<file path="src/rtl/spi_mem_master.sv">
// Host-side sequencer for the serial RAM slave: turns one parallel read/write
// request into an address frame and a data frame, and captures read bytes.
module spi_mem_master #(
  parameter int GAP        = 2,
  parameter int RD_LAT     = 1,
  parameter int ADDR_CACHE = 0
) (
  input  logic       clk,
  input  logic       rst_n,
  input  logic       req_valid,
  output logic       req_ready,
  input  logic       req_wr,
  input  logic [7:0] req_addr,
  input  logic [7:0] req_wdata,
  output logic       rsp_valid,
  output logic [7:0] rsp_rdata,
  output logic       busy,
  output logic       MOSI,
  output logic       SS_n,
  input  logic       MISO
);

  localparam int CMAX = (GAP > RD_LAT) ? GAP : RD_LAT;
  localparam int CW   = (CMAX > 1) ? $clog2(CMAX) : 1;

  localparam logic [2:0] CMD_WA = 3'b000;
  localparam logic [2:0] CMD_WD = 3'b001;
  localparam logic [2:0] CMD_RA = 3'b110;
  localparam logic [2:0] CMD_RD = 3'b111;

  typedef enum logic [2:0] {
    S_IDLE,
    S_ADDR_FRM,
    S_GAP1,
    S_DATA_FRM,
    S_RD_WAIT,
    S_RD_CAP,
    S_TAIL
  } state_t;

  state_t          state, state_d;
  logic [3:0]      bit_cnt, bit_cnt_d;
  logic [CW-1:0]   gap_cnt, gap_cnt_d;
  logic [10:0]     frame_sr, frame_sr_d;
  logic            ss_n_q, ss_n_d;

  logic            cmd_wr;
  logic [7:0]      cmd_addr;
  logic [7:0]      cmd_wdata;
  logic [7:0]      cap_sr;
  logic            rsp_valid_q;
  logic [7:0]      rsp_rdata_q;

  logic            wc_valid, rc_valid;
  logic [7:0]      wc_addr, rc_addr;

  logic            accept;
  logic            cap_en;
  logic            rsp_set;
  logic            cache_upd;
  logic            hit;
  logic [10:0]     data_frame;

  // A hit means the slave already holds this address for this direction.
  assign hit = (ADDR_CACHE != 0) &&
               (req_wr ? (wc_valid && (wc_addr == req_addr))
                       : (rc_valid && (rc_addr == req_addr)));

  assign data_frame = cmd_wr ? {CMD_WD, cmd_wdata} : {CMD_RD, 8'h00};

  always_comb begin
    // NOTE: every signal assigned here gets a default first, so no path can leave one unassigned and infer a latch.
    state_d    = state;
    bit_cnt_d  = bit_cnt;
    gap_cnt_d  = gap_cnt;
    frame_sr_d = {frame_sr[9:0], 1'b0};
    ss_n_d     = 1'b1;
    accept     = 1'b0;
    cap_en     = 1'b0;
    rsp_set    = 1'b0;
    cache_upd  = 1'b0;

    unique case (state)
      S_IDLE: begin
        frame_sr_d = '0;
        if (req_valid) begin
          accept    = 1'b1;
          bit_cnt_d = '0;
          ss_n_d    = 1'b0;
          if (hit) begin
            state_d    = S_DATA_FRM;
            frame_sr_d = req_wr ? {CMD_WD, req_wdata} : {CMD_RD, 8'h00};
          end else begin
            state_d    = S_ADDR_FRM;
            frame_sr_d = {req_wr ? CMD_WA : CMD_RA, req_addr};
          end
        end
      end

      S_ADDR_FRM: begin
        ss_n_d    = 1'b0;
        bit_cnt_d = bit_cnt + 4'd1;
        if (bit_cnt == 4'd10) begin
          state_d   = S_GAP1;
          gap_cnt_d = '0;
          ss_n_d    = 1'b1;
          cache_upd = 1'b1;
        end
      end

      S_GAP1: begin
        gap_cnt_d = gap_cnt + CW'(1);
        if (gap_cnt == CW'(GAP - 1)) begin
          state_d    = S_DATA_FRM;
          bit_cnt_d  = '0;
          ss_n_d     = 1'b0;
          frame_sr_d = data_frame;
        end
      end

      S_DATA_FRM: begin
        ss_n_d    = 1'b0;
        bit_cnt_d = bit_cnt + 4'd1;
        if (bit_cnt == 4'd10) begin
          bit_cnt_d = '0;
          gap_cnt_d = '0;
          if (cmd_wr) begin
            state_d = S_TAIL;
            ss_n_d  = 1'b1;
            rsp_set = 1'b1;
          end else if (RD_LAT == 0) begin
            state_d = S_RD_CAP;
          end else begin
            state_d = S_RD_WAIT;
          end
        end
      end

      S_RD_WAIT: begin
        ss_n_d    = 1'b0;
        gap_cnt_d = gap_cnt + CW'(1);
        if (gap_cnt == CW'(RD_LAT - 1)) state_d = S_RD_CAP;
      end

      S_RD_CAP: begin
        ss_n_d    = 1'b0;
        cap_en    = 1'b1;
        bit_cnt_d = bit_cnt + 4'd1;
        if (bit_cnt == 4'd7) begin
          state_d   = S_TAIL;
          ss_n_d    = 1'b1;
          rsp_set   = 1'b1;
          gap_cnt_d = '0;
        end
      end

      S_TAIL: begin
        gap_cnt_d = gap_cnt + CW'(1);
        if (gap_cnt == CW'(GAP - 1)) state_d = S_IDLE;
      end

      default: state_d = S_IDLE;
    endcase
  end

  always_ff @(posedge clk or negedge rst_n) begin
    if (!rst_n) begin
      state    <= S_IDLE;
      bit_cnt  <= '0;
      gap_cnt  <= '0;
      frame_sr <= '0;
      ss_n_q   <= 1'b1;
    end else begin
      // NOTE: non-blocking assignments so every register samples pre-edge values regardless of statement order.
      state    <= state_d;
      bit_cnt  <= bit_cnt_d;
      gap_cnt  <= gap_cnt_d;
      frame_sr <= frame_sr_d;
      ss_n_q   <= ss_n_d;
    end
  end

  always_ff @(posedge clk or negedge rst_n) begin
    if (!rst_n) begin
      cmd_wr      <= 1'b0;
      cmd_addr    <= '0;
      cmd_wdata   <= '0;
      cap_sr      <= '0;
      rsp_valid_q <= 1'b0;
      rsp_rdata_q <= '0;
      wc_valid    <= 1'b0;
      wc_addr     <= '0;
      rc_valid    <= 1'b0;
      rc_addr     <= '0;
    end else begin
      if (accept) begin
        cmd_wr    <= req_wr;
        cmd_addr  <= req_addr;
        cmd_wdata <= req_wdata;
      end
      if (cap_en) cap_sr <= {cap_sr[6:0], MISO};
      rsp_valid_q <= rsp_set;
      if (rsp_set) rsp_rdata_q <= cmd_wr ? 8'h00 : {cap_sr[6:0], MISO};
      if (cache_upd && (ADDR_CACHE != 0)) begin
        if (cmd_wr) begin
          wc_valid <= 1'b1;
          wc_addr  <= cmd_addr;
        end else begin
          rc_valid <= 1'b1;
          rc_addr  <= cmd_addr;
        end
      end
    end
  end

  // The frame shifter drains to zero, so MOSI is already 0 outside frames.
  assign MOSI      = frame_sr[10];
  assign SS_n      = ss_n_q;
  assign req_ready = (state == S_IDLE);
  assign busy      = ~req_ready;
  assign rsp_valid = rsp_valid_q;
  assign rsp_rdata = rsp_rdata_q;

endmodule

</file>
<file path="config.mk">
export PLATFORM = sky130hd
export DESIGN_NAME = spi_mem_master
export DESIGN_NICKNAME = d
export VERILOG_FILES = /design/src/rtl/spi_mem_master.sv
export SDC_FILE = /design/constraint.sdc
export NUM_CORES = 1
export LEC_CHECK = 0
export BUFFER_PORTS_ARGS = -buffer_cell sky130_fd_sc_hd__buf_2
export CAP_MARGIN = 20
export CORE_UTILIZATION = 50
export DETAILED_ROUTE_END_ITERATION = 10
export PLACE_DENSITY_LB_ADDON = 0.08
export SYNTH_ARGS = -nofsm -noshare
export SYNTH_HDL_FRONTEND = slang
export SYNTH_SLANG_ARGS = --single-unit
</file>
<file path="constraint.sdc">
create_clock -name clk -period 1.8 [get_ports clk]
set_clock_uncertainty 0.1 [all_clocks]
set_input_delay 0.09 -clock clk [delete_from_list [all_inputs] [get_ports clk]]
set_output_delay 0.09 -clock clk [all_outputs]
set_load 0.01 [all_outputs]
</file>
== Word level (Yosys, flattened, before mapping) ==
Index checks and enable logic that the tools add are counted.

* Eq/ne operators: 16
* $add $sub $neg: 2
* Multiplexer cells: 33
* Bitwise gates (word level): 1
* Reduce and logical (&&, ||, !) cells: 9

{| class="wikitable"
|+ Operator list
! cell !! count
|-
| $mux W11 || 3
|-
| $mux W3 || 8
|-
| $pmux W11 S2 || 1
|-
| $pmux W3 S7 || 1
|-
| $pmux W4 S4 || 1
|-
| $ne A2 B2 Y1 const B || 7
|-
| $mux W4 || 3
|-
| $mux W1 || 11
|-
| $eq A3 B3 Y1 const B || 3
|-
| $mux W8 || 1
|-
| $reduce_and A7 Y1 || 1
|-
| $eq A3 B2 Y1 const B || 2
|-
| $pmux W1 S6 || 1
|-
| $reduce_and A3 Y1 || 2
|-
| $add A4 B1 Y4 const B || 1
|-
| $eq A4 B3 Y1 const B || 1
|-
| $eq A4 B4 Y1 const B || 1
|-
| $reduce_bool A4 Y1 || 1
|-
| $reduce_or A2 Y1 || 2
|-
| $eq A3 B1 Y1 const B || 1
|-
| $logic_not A3 Y1 || 1
|-
| $pmux W1 S3 || 1
|-
| $reduce_bool A3 Y1 || 1
|-
| $reduce_or A3 Y1 || 1
|-
| other kinds (5) || 5
|}

* Output and inout port bits: 13
* Bits of input ports: 21
* Bits in registers: 45

== Longest topological paths before layout ==
* Depth after elaboration: 4
* Mapped depth: 6

== Worst setup path before layout ==
No wires, ideal clock.

* Path kind: reg2reg
* From: register bit_cnt[0]
* To: register rsp_rdata_q[6] (netlist: rsp_rdata[6])
* Slack: 112 ps
* Arrival time: 1,484 ps
* Buffers on the path: 2
* Period minus slack after synthesis: 1,688 ps
* Library setup time: 104 ps
* Stages on the path, launching flop included: 7
* Cells stage by stage: dfrtp_1 -> ha_1 -> and3b_1 -> clkbuf_1 -> buf_2 -> a211o_1 -> o311ai_1

* Word-level cells in the longest chain between the ends: 3

{| class="wikitable"
|+ RTL lines
! element !! RTL line !! text
|-
| from (decl) || 42 || <nowiki>logic [3:0] bit_cnt, bit_cnt_d;</nowiki>
|-
| from (signal assigned) || 176 || <nowiki>bit_cnt <= bit_cnt_d;</nowiki>
|-
| $eq A4 B3 Y1 / $eq A4 B4 Y1 (equally long branches) || 149, 124 ||
|-
| $mux W1, on equally long branches || 149, 124 ||
|-
| $pmux W1 S2 * || 83 || <nowiki>unique case (state)</nowiki>
|-
| to (signal assigned) || 203 || <nowiki>if (rsp_set) rsp_rdata_q <= cmd_wr ? 8'h00 : {cap_sr[6:0], MISO};</nowiki>
|-
| to (decl) || 52 || <nowiki>logic [7:0] rsp_rdata_q;</nowiki>
|}

Every way passes the cells marked *; elsewhere a longest branch is shown, timed or not.
A chain may end at the register's enable or synchronous reset.

== Final worst setup path ==
* From: register state[1]
* To: register bit_cnt[3]

* Word-level cells in the longest chain between the ends: 4

{| class="wikitable"
|+ RTL lines
! element !! RTL line !! text
|-
| from (decl) || 41 || <nowiki>state_t state, state_d;</nowiki>
|-
| from (signal assigned) || 175 || <nowiki>state <= state_d;</nowiki>
|-
| $eq A3 B3 Y1 / $eq A3 B1 Y1 (equally long branches) || 83 ||
|-
| $reduce_or A2 Y1 (no line) || n/a ||
|-
| $reduce_bool A4 Y1 (no line) || n/a ||
|-
| $reduce_and A3 Y1 (no line) || n/a ||
|}

Several ways; a longest one is shown, not always the timed one.

==> impl_metrics.ini <==
[finish]
syn2layout_area_growth_pct = 25.03
n_antenna_cell = 0
fin_area_um2 = 2763
fill_cells = 331
drive_above_1_share = 0.2500
finalNetCount = 282
final_util = 0.6713
multi_input_area_um2 = 962.2
regArea_um2 = 1129

[routing]
wirelength_um = 4724
num_vias = 1779
viasPerCell = 5.739
drt-initial-drc-count = 137
ant_nets = 0
drt_first_pass_iters = 4
wire_per_inst_um = 15.24
drc = 0

[min_path]
hold_path_class = in2reg

[cts]
insertion_delay_ns = 0.30
htree_levels = 2
cts_buffer_depth = 2
root_buffer = clkbuf_8
clk_pin_slew_ns = 0.09
cts.sinks = 45
cts_buffers = 5
cts_tree = built
post_cts_buffers = 0

[timing]
finalHoldViolCount = 0
setup_viol = 0
rsz0062_at_grt = no
relSlewSlack = 0.6246
min_period_ns = 1.687
fmax_ghz = 0.5929
tightest_slew_ns = 0.5631
slew_violations = 0
hold_slack_ns = 0.002227
fin_crit_sh = 0.9371

[floorplanning]
fp-row-count = 23
die_h_um = 68.48
initial_core_util = 0.5369
pin_count = 34
die_area_um2 = 4689
core_area_um2 = 4115
fp.dieW_um = 68.48

[flow_run]
max_cap_viol_count = 0

[synth]
syn_avg_cell_area_um2 = 10.83
syn_inst = 204
synth_top_area_frac = 0.4983
ys_ff_latch = 45
synthFlopType = dfrtp_1
yosysWarningCount = 0
synth_edf_count = 0
netlist_area_um2 = 2210
synth_area_leaders = dfrtp_1 50%, mux2_1 5.1%, nand2_1 4.2%, a221o_1 3.6%, a211o_1 3.2%
synth_area_leader_cell = dfrtp_1
synthArstFlopShare = 1.000
synthDistinctLibCells = 44
synth_nets = 227
synth_common_cells = 44 x dfrtp_1, 25 x nand2_1, 15 x inv_1
ys_seq_area_frac = 0.5102
yosysMostFrequentCell = dfrtp_1

[outcome]
status = completed

[critical_path]
critPathArrivalTime_ns = 1.79
end_kind = flip-flop
crit_type = reg2reg
required_ns = 1.90
startpoint_type = flip-flop
crit_path_max_fanout = 11

[placed_design]
dp_hpwl_um = 3140
routabilityCongestion = 0.8071
portBuffers = 33
place_area_um2 = 2466

[global_routing]
grt_max_degree = 46
grt.total_usage = 0.2241
grt_pass1_vias = 1647
grt_pass1_wl_um = 7652
antenna_found_initial = 0
overflow = 0

[power_and_ir_drop]
p_per_area_nw_per_um2 = 1483
ir_drop_mv = 0.8493
p_leak_nw = 1.355
## area by class of cell
type,instances,share of cell area
flip-flops and latches,45,0.4085
well taps,50,0.02264
multi-input cells,127,0.3483
clock buffers,5,0.02491
inverters,16,0.02174
repair buffers,64,0.1649
clock inverters,3,0.009058
## cells by family after synthesis
kind of cell | count (synthesis) | share of synthesized area
buf+inv | 32 | 0.06398
fa+ha+maj | 2 | 0.01132
compound gates | 52 | 0.1903
simple gates | 62 | 0.1693
mux | 10 | 0.05096
flops | 45 | 0.5102
xor+xnor | 1 | 0.003964
## routing by layer
metal  track usage  vias up  part of all wire
met2        0.3762       26              0.48
met4       0.07292        0             0.011
met1        0.2856      894              0.48
met5             0        -                 0
met3       0.04667        7             0.027
li1              -      852                 -
## repair_timing
action / in CTS / in global routing
hold endpoints to repair: 61 / 0
setup endpoints to repair: 3 / 16
hold buffers: 18 / 0
pin swaps: 0 / 0
gates resized for setup: 2 / 5
## stage by stage
step | setup WS (ns) | instances | total power, mW | TNS (ns)
2_1_floorplan | 0.1119 | 204 | 2.898 | 0
3_3_place_gp | 0.07698 | 284 | 3.324 | 0
3_5_place_dp | -0.01431 | 284 | 3.407 | -0.02064
4_1_cts | 0.02378 | 310 | 4.106 | 0
5_1_grt | 0.006279 | 310 | 4.405 | 0
6_report | 0.1133 | 310 | 4.096 | 0
## placed cells by master, fill, tap and decap left out, types with 2 or more instances in the layout
master	netlist	routed
inv_1	15	15
clkbuf_8	0	5
nand2_1	25	25
and3_1	2	2
a22o_1	3	3
nand3b_1	4	4
buf_2	11	33
and2_1	7	7
a221o_1	8	8
a211o_1	8	8
dfrtp_1	44	43
o21ai_0	2	2
a21boi_1	2	2
nor3_1	2	2
dlygate4sd3_1	0	18
o311ai_1	8	7
nand4b_1	8	8
buf_4	2	12
and3b_2	0	2
mux2_1	10	10
a21o_1	4	4
o21ai_1	3	2
a21oi_1	4	4
ha_1	2	2
nor2b_1	3	2
## report_power, final
group	switching, mW	internal [mW]
Combinational	0.891	0.842
Clock	0.365	0.280
Sequential	0.310	1.41
Total	1.57	2.53
## worst paths after layout
kind                                             from                  endpoint  slack (ns)  depth (start not counted)
max in group asynchronous                       rst_n      state[2]$_DFFE_PN0P_        0.90                          3
worst min register to register  frame_sr[9]$_DFF_PN0_    frame_sr[10]$_DFF_PN0_        0.36                          1
worst max register to register   state[1]$_DFFE_PN0P_    bit_cnt[3]$_DFFE_PN0P_        0.11                          3
min in group asynchronous                       rst_n  rsp_rdata[5]$_DFFE_PN0P_        0.30                          3
worst max-delay path             state[1]$_DFFE_PN0P_    bit_cnt[3]$_DFFE_PN0P_        0.11                          3
worst min-delay path                      req_addr[3]     frame_sr[3]$_DFF_PN0_       0.002                          3
## state kept, by name, summed over array words and instances (netlist names)
register,cells
rsp_rdata,8
state,3
SS_n,1
cmd_wr,1
bit_cnt,4
rsp_valid,1
cmd_wdata,8
gap_cnt,1
frame_sr,11
cap_sr,7
## critical path: stages, from the launching register on
cell and delay (ns):
dfrtp_1 0.61, mux2_1 0.41, a22o_1 0.25, o31ai_1 0.22
Note: power is estimated with default switching activity, not from simulation.
